[config.mk]
export PLATFORM = sky130hd
export DESIGN_NAME = serial_magnitude_comparator
export DESIGN_NICKNAME = d
export VERILOG_FILES = /design/src/rtl/serial_magnitude_comparator.sv
export SDC_FILE = /design/constraint.sdc
export NUM_CORES = 1
export LEC_CHECK = 0
export CAP_MARGIN = 40
export CORE_ASPECT_RATIO = 0.5
export CORE_UTILIZATION = 53
export CTS_BUF_LIST = sky130_fd_sc_hd__clkbuf_4
export CTS_CLUSTER_DIAMETER = 120
export DETAILED_ROUTE_END_ITERATION = 8
export PLACE_DENSITY = 0.82
export SLEW_MARGIN = 25
export SYNTH_ARGS = -nofsm -noshare
export SYNTH_HDL_FRONTEND = slang
export SYNTH_SLANG_ARGS = --single-unit
[constraint.sdc]
create_clock -name i_CLK -period 3.35 [get_ports i_CLK]
set_input_delay 0.67 -clock i_CLK [delete_from_list [all_inputs] [get_ports i_CLK]]
set_output_delay 0.67 -clock i_CLK [all_outputs]
set_load 0.02 [all_outputs]
[src/rtl/serial_magnitude_comparator.sv]
`default_nettype none
// ============================================================================
// serial_magnitude_comparator: compares two WIDTH-bit operands CHUNK bits per
// cycle, MSB chunk first, stopping at the first differing chunk.
// ============================================================================
module serial_magnitude_comparator #(
    parameter int WIDTH = 16,
    parameter int CHUNK = 4
) (
    input  logic             i_CLK,
    input  logic             i_RST_N,
    input  logic             i_IN_VALID,
    output logic             o_IN_READY,
    input  logic [WIDTH-1:0] i_OPERAND_A,
    input  logic [WIDTH-1:0] i_OPERAND_B,
    input  logic             i_SIGNED,
    output logic             o_OUT_VALID,
    input  logic             i_OUT_READY,
    output logic             o_A_GT_B,
    output logic             o_A_EQ_B,
    output logic             o_A_LT_B
);

    localparam int NCHUNK = WIDTH / CHUNK;
    localparam int IDX_W  = (NCHUNK > 1) ? $clog2(NCHUNK) : 1;
    localparam logic [IDX_W-1:0] IDX_TOP = IDX_W'(NCHUNK - 1);

    if (WIDTH < 1 || CHUNK < 1 || (WIDTH % CHUNK) != 0) begin : g_bad_params
        $error("serial_magnitude_comparator: WIDTH must be >= 1 and a multiple of CHUNK");
    end

    typedef enum logic [1:0] {
        IDLE    = 2'd0,
        COMPARE = 2'd1,
        DONE    = 2'd2
    } state_t;

    state_t           state, state_nxt;
    logic [WIDTH-1:0] a_q, b_q;
    logic             signed_q;
    logic [IDX_W-1:0] idx_q, idx_nxt;
    logic             gt_q, eq_q, lt_q;
    logic             gt_nxt, eq_nxt, lt_nxt;
    logic             load;
    logic [WIDTH-1:0] sign_mask, a_cmp, b_cmp;
    logic [CHUNK-1:0] a_chunk, b_chunk;

    // Flipping the sign bit maps two's-complement order onto unsigned order;
    // it only touches the MSB chunk, so it can be applied unconditionally.
    always_comb begin
        sign_mask            = '0;
        sign_mask[WIDTH-1]   = signed_q;
        a_cmp                = a_q ^ sign_mask;
        b_cmp                = b_q ^ sign_mask;
        a_chunk              = '0;
        b_chunk              = '0;
        for (int i = 0; i < NCHUNK; i++) begin
            if (idx_q == IDX_W'(i)) begin
                a_chunk = a_cmp[i*CHUNK +: CHUNK];
                b_chunk = b_cmp[i*CHUNK +: CHUNK];
            end
        end
    end

    always_comb begin
        state_nxt = state;
        idx_nxt   = idx_q;
        gt_nxt    = gt_q;
        eq_nxt    = eq_q;
        lt_nxt    = lt_q;
        load      = 1'b0;
        case (state)
            IDLE: begin
                if (i_IN_VALID) begin
                    load      = 1'b1;
                    idx_nxt   = IDX_TOP;
                    state_nxt = COMPARE;
                end
            end
            COMPARE: begin
                if (a_chunk > b_chunk) begin
                    gt_nxt    = 1'b1;
                    state_nxt = DONE;
                end else if (a_chunk < b_chunk) begin
                    lt_nxt    = 1'b1;
                    state_nxt = DONE;
                end else if (idx_q == '0) begin
                    eq_nxt    = 1'b1;
                    state_nxt = DONE;
                end else begin
                    idx_nxt   = idx_q - 1'b1;
                end
            end
            DONE: begin
                if (i_OUT_READY) begin
                    gt_nxt    = 1'b0;
                    eq_nxt    = 1'b0;
                    lt_nxt    = 1'b0;
                    state_nxt = IDLE;
                end
            end
            default: begin
                gt_nxt    = 1'b0;
                eq_nxt    = 1'b0;
                lt_nxt    = 1'b0;
                state_nxt = IDLE;
            end
        endcase
    end

    always_ff @(posedge i_CLK) begin
        if (!i_RST_N) begin
            state    <= IDLE;
            idx_q    <= IDX_TOP;
            a_q      <= '0;
            b_q      <= '0;
            signed_q <= 1'b0;
            gt_q     <= 1'b0;
            eq_q     <= 1'b0;
            lt_q     <= 1'b0;
        end else begin
            state <= state_nxt;
            idx_q <= idx_nxt;
            gt_q  <= gt_nxt;
            eq_q  <= eq_nxt;
            lt_q  <= lt_nxt;
            if (load) begin
                a_q      <= i_OPERAND_A;
                b_q      <= i_OPERAND_B;
                signed_q <= i_SIGNED;
            end
        end
    end

    assign o_IN_READY  = (state == IDLE) & i_RST_N;
    assign o_OUT_VALID = (state == DONE);
    assign o_A_GT_B    = gt_q;
    assign o_A_EQ_B    = eq_q;
    assign o_A_LT_B    = lt_q;

endmodule
`default_nettype wire
---- Word level (Yosys, flattened, before mapping) ----
Index checks and enable logic that the tools add are counted.
storage, ports and cells
  output and inout port bits .............. 5
  word-level logic and storage cells ...... 68
  register bits ........................... 40
operators by class
  $lt $le $gt $ge ......................... 2
  equality and inequality tests ........... 14
  add/subtract/negate cells ............... 1
  bitwise logic cells ..................... 4
  reduce and logical (&&, ||, !) cells .... 8
  multiplexer cells ....................... 31
operators by type and width
  kind                                                   count
  2-to-1 mux 4 bit                                       8
  XOR 16 bit                                             2
  2-to-1 mux 2 bit                                       9
  inequality test 2 bit, second input constant           7
  AND reduction 5 bit                                    2
  2-to-1 mux 1 bit                                       9
  case mux 1 bit (3 select lines)                        3
  == test 2 bit, second input constant                   3
  case mux 2 bit (3 select lines)                        1
  AND reduction 3 bit                                    2
  == test 2 x 1 -> 1 bit, second input constant          2
  > comparator 4 bit                                     1
  zero test 2 bit                                        2
  < comparator 4 bit                                     1
  inequality test 4 bit, second input constant           1
  case mux 2 bit (2 select lines)                        1
  AND reduction 4 bit                                    1
  inequality test 2 x 1 -> 1 bit, second input constant  1
  nonzero test 2 bit                                     1
  subtractor 2 x 1 -> 2 bit, second input constant       1
  bitwise AND 1 bit                                      1
  NOT 1 bit                                              1

---- Longest topological paths before layout ----
  word-level depth ........................ 9
  gate-level depth with buffers ........... 14
  gate-level depth less buffers ........... 13

---- Least setup slack after synthesis ----
No wires, ideal clock.
  path kind ............................... register -> register
  start point ............................. register idx_q[0]
  end point ............................... register eq_q, in the netlist o_A_EQ_B
  slack ................................... 0.800 ns
  required time ........................... 3.229 ns
  stages on the path, launching flop included .. 14
  buffers on the path ..................... 2
  clock period less this slack ............ 2.550 ns
  arrival time ............................ 2.429 ns
  library setup time ...................... 0.121 ns
  cells stage by stage .................... dfxtp_1 -> inv_1 -> ha_1 -> clkbuf_1 -> clkbuf_1 -> a21oi_1 -> a211oi_1 -> a21oi_1 -> ha_1 -> and2_1 -> a31oi_1 -> a21boi_1 -> a21oi_1 -> mux2i_1
on the way
  longest elaborated chain between the ends .. 8
ends and longest elaborated chain
  item                                                      line    RTL
  start, declared                                           41      logic [IDX_W-1:0] idx_q, idx_nxt;
  start signal, assigned                                    123     idx_q <= idx_nxt;
  zero test 2 bit                                           58, 87
  2-to-1 mux 4 bit (4 in a row)                             58      if (idx_q == IDX_W'(i)) begin
  < comparator 4 bit or > comparator 4 bit (tied branches)  84, 81
  inequality test 2 bit (no source line)                    n/a
  AND reduction 5 bit (no source line) (*)                  n/a
  end signal, assigned                                      125     eq_q <= eq_nxt;
  end, declared                                             42      logic gt_q, eq_q, lt_q;
Mark *: on every way between the ends. The rest lies on a longest branch, timed or not.
A chain may end at the register's enable or synchronous reset.

---- Final worst setup path ----
Same ends and word-level chain as after synthesis.

==> flow_summary.yaml <==
detailed_routing:
  finalWirelength_um: 4569
  routed_via_density: 5.337
  vias: 1820
  routedWlPerCell_um: 13.40
  firstDrtPassIters: 4
  antenna_left: 0
  post-route-drc-count: 0
  drtIter0Drc: 99
critical_path:
  cpPeakStageDelay_ns: 0.50
  cp_top_family: "compound AO/OA/AOI/OAI gates"
  reg2reg_slack_ns: 0.39
  cp_common_cell: "a21oi_1"
  critPathBufInv: 1
  r2r_cells: 13
  crit_type: "register to register"
  cp_data_arrival_time_ns: 3.19
  cp-start-kind: "register"
  cp_max_fo: 12
  cpMaxStageDelayCell: "ha_1"
  crit_path_cell_trace: "inv_1 -> ha_1 -> nand3b_1 -> a21oi_1 -> a21oi_1 -> nor2_1 -> a21oi_1 -> ha_1 -> and2_1 -> a31oi_1 -> a21boi_1 -> a21oi_1 -> mux2i_1"
  cp_data_required_time_ns: 3.58
  timing.rr.start: "idx_q[0]$_SDFFE_PN1P_"
  worstReg2RegEnd: "o_A_EQ_B$_SDFFE_PN0P_"
  endpoint_kind: "register"
global_routing:
  globalRouteMet3Util: 0.05435
  gr-usage-met2: 0.4015
  grt_first_pass_wirelength_um: 7010
  antenna_found_initial: 0
  first_global_vias: 1605
  overflow: 0
  grtUsageTotal: 0.2351
  grt_start_max_net_pins: 44
  grt-busiest-layer: "met2"
  grt_use_met1: 0.3003
synth:
  synth_xor_xnor_area_share: 0.008723
  synth_edf_count: 0
  synth_commonest_cells: "nand2_1, dfxtp_1, a21boi_0"
  ys_ff_latch: 40
  synth_compound_area_frac: 0.2542
  syn_area_sq_um: 2008
  synth_top_family_by_area: "compound AO/OA/AOI/OAI gates"
  ys.warnings.count: 0
  async_flop_share: 0
  synth_mux_area_frac: 0.004984
  avgSynthCellArea_sq_um: 7.814
  ys_top_cells_by_area: "dfxtp_1, nand2_1, a21boi_0"
  synth.top_cell.area_share: 0.3988
  synthAdderAreaFrac: 0.04984
  synth.most_common_cell: "nand2_1"
  syn-num-nets: 302
  synth_cells: 257
  seq_area_frac_synth: 0.3988
  synthFlopType: "dfxtp_1"
  yosys.area_share.simple: 0.2386
  netlist.top_cell.by_area: "dfxtp_1"
  yosysUniqueCellTypes: 34
cts:
  ctsHoldBuffers: 0
  cts_tree: "yes"
  cts-root-buf: "clkbuf_4"
  clk_pin_slew_ns: 0.12
  insertion_delay_ns: 0.34
  htree_num_levels: 2
  numCtsBuffers: 5
  clockBufferDepth: 2
  clock-sinks: 40
  post-cts-setup-buffers: 0
  cts_resized: 0
timing:
  fin_crit_sh: 0.8836
  rsz0062_at_grt: "false"
  relSlewSlack: 0.6468
  setup_viol: 0
  fmax_mhz: 337.8
  fin_setup_tns_ns: 0
  maxSlewViolCount: 0
  hold_ws_ns: 0.4768
  finalHoldViolCount: 0
  period_minus_slack_ns: 2.960
  finClkSkew_ns: 0.01008
  worst_pin_slew_ns: 0.5299
hold_path:
  min_path_type: "register to register"
  hp-start: "b_q[10]$_SDFFE_PN0P_"
  whs_path_depth: 2
  hold_path_end: "b_q[10]$_SDFFE_PN0P_"
floorplanning:
  rows: 15
  start_util: 0.5691
  die_area_sq_um: 4054
  die_w_um: 89.05
  die_height_um: 45.53
  io_pins: 42
  core_sq_um: 3528
final_layout:
  antennaDiodeCount: 0
  multiInputGateArea_sq_um: 1124
  final_cells: 341
  drive_gt1_frac: 0.04828
  area_delta_synth_final_pct: 23.61
  utilization: 0.7035
  fillers: 333
  finalNetCount: 335
  seq_area_sq_um: 800.8
power_and_ir_drop:
  leakagePower_uw: 0.0009109
  p_per_area_nw_per_um2: 605.8
  irDropWorstVdd_mv: 0.2380
  power.total_uw: 1504
run_status:
  outcome: "finished, final reports clean"
placed_design:
  dp_cells: 334
  portBuffers: 41
  gp_congestion: 0.8436
  hpwl_um: 3293
job:
  max-cap-violations: 0
layout make-up:
cell class,instances,area share
Multi-Input combinational cell,196,0.4526
Sequential cell,40,0.3226
Timing Repair Buffer,44,0.1744
Tap cell,51,0.02571
Clock buffer,6,0.01815
Inverter,3,0.004536
Clock inverter,1,0.002016
sequential cells by signal, summed over array words and instances, names as in the netlist:
register	flops
b_q	16
signed_q	1
o_A_EQ_B	1
o_A_LT_B	1
idx_q	2
a_q	16
o_A_GT_B	1
state	2
where the power goes:
group / internal, uW / total, uW / switching [uW]
Combinational: 265 / 632 / 367
Sequential: 567 / 640 / 73.0
Clock: 85.5 / 232 / 147
Total: 917 / 1500 / 586
kinds of logic (layout without fill, tap and decap cells):
kind of cell / Yosys count / count (layout)
and+or+nand+nor: 110 / 110
adders and majority gates: 8 / 8
AOI/OAI and AO/OA: 75 / 75
DFF: 40 / 40
muxes: 1 / 1
buffers and inverters: 21 / 54
xor gates and xnor gates: 2 / 2
metrics by stage:
stage               instance area, sq um  setup slack [ns]
floorplan                           2008            0.7995
global placement                    2432            0.6278
CTS                                 2482            0.4307
global route                        2482            0.1313
detailed placement                  2432            0.4476
finish                              2482            0.3900
worst max-delay path by stage:
stage / start / to / slack [ns] / depth (start not counted)
CTS: idx_q[0]$_SDFFE_PN1P_ / o_A_EQ_B$_SDFFE_PN0P_ / 0.43 / 13
global placement: i_RST_N / o_IN_READY / 0.63 / 3
global route: idx_q[0]$_SDFFE_PN1P_ / o_A_EQ_B$_SDFFE_PN0P_ / 0.13 / 12
finish: idx_q[0]$_SDFFE_PN1P_ / o_A_EQ_B$_SDFFE_PN0P_ / 0.39 / 13
floorplan: idx_q[0]$_SDFFE_PN1P_ / o_A_EQ_B$_SDFFE_PN0P_ / 0.80 / 13
detailed placement: idx_q[0]$_SDFFE_PN1P_ / o_A_EQ_B$_SDFFE_PN0P_ / 0.45 / 13
worst reg2reg max path, cell delays in order, from the launching register on:
cell and delay [ns]:
dfxtp_1 0.36, inv_1 0.11, ha_1 0.50, nand3b_1 0.14, a21oi_1 0.16, a21oi_1 0.07, nor2_1 0.15, a21oi_1 0.06
ha_1 0.28, and2_1 0.17, a31oi_1 0.21, a21boi_1 0.37, a21oi_1 0.11, mux2i_1 0.14
placed cells by master, fill, tap and decap left out, types with 2 or more instances in the layout:
cell / synthesis / layout
nand2_1: 84 / 84
clkdlybuf4s50_1: 0 / 41
dfxtp_1: 40 / 40
a21boi_0: 30 / 30
a21oi_1: 20 / 20
o21ai_0: 8 / 8
ha_1: 8 / 8
nand3b_1: 7 / 7
clkbuf_4: 0 / 6
nor2_1: 5 / 5
a21boi_1: 5 / 5
nor2b_1: 4 / 4
inv_1: 3 / 3
a31oi_1: 3 / 3
buf_4: 0 / 3
xnor2_1: 2 / 2
o211ai_1: 2 / 2
nand3_1: 2 / 2
nor3_1: 2 / 2
routing by layer:
metal | vias to the layer above | routed length [um]
met2 | 50 | 2034
met5 | - | 0
met4 | 0 | 60
met1 | 832 | 2246
met3 | 7 | 228
li1 | 931 | -
No activity file was read; power rests on OpenSTA's default activity.
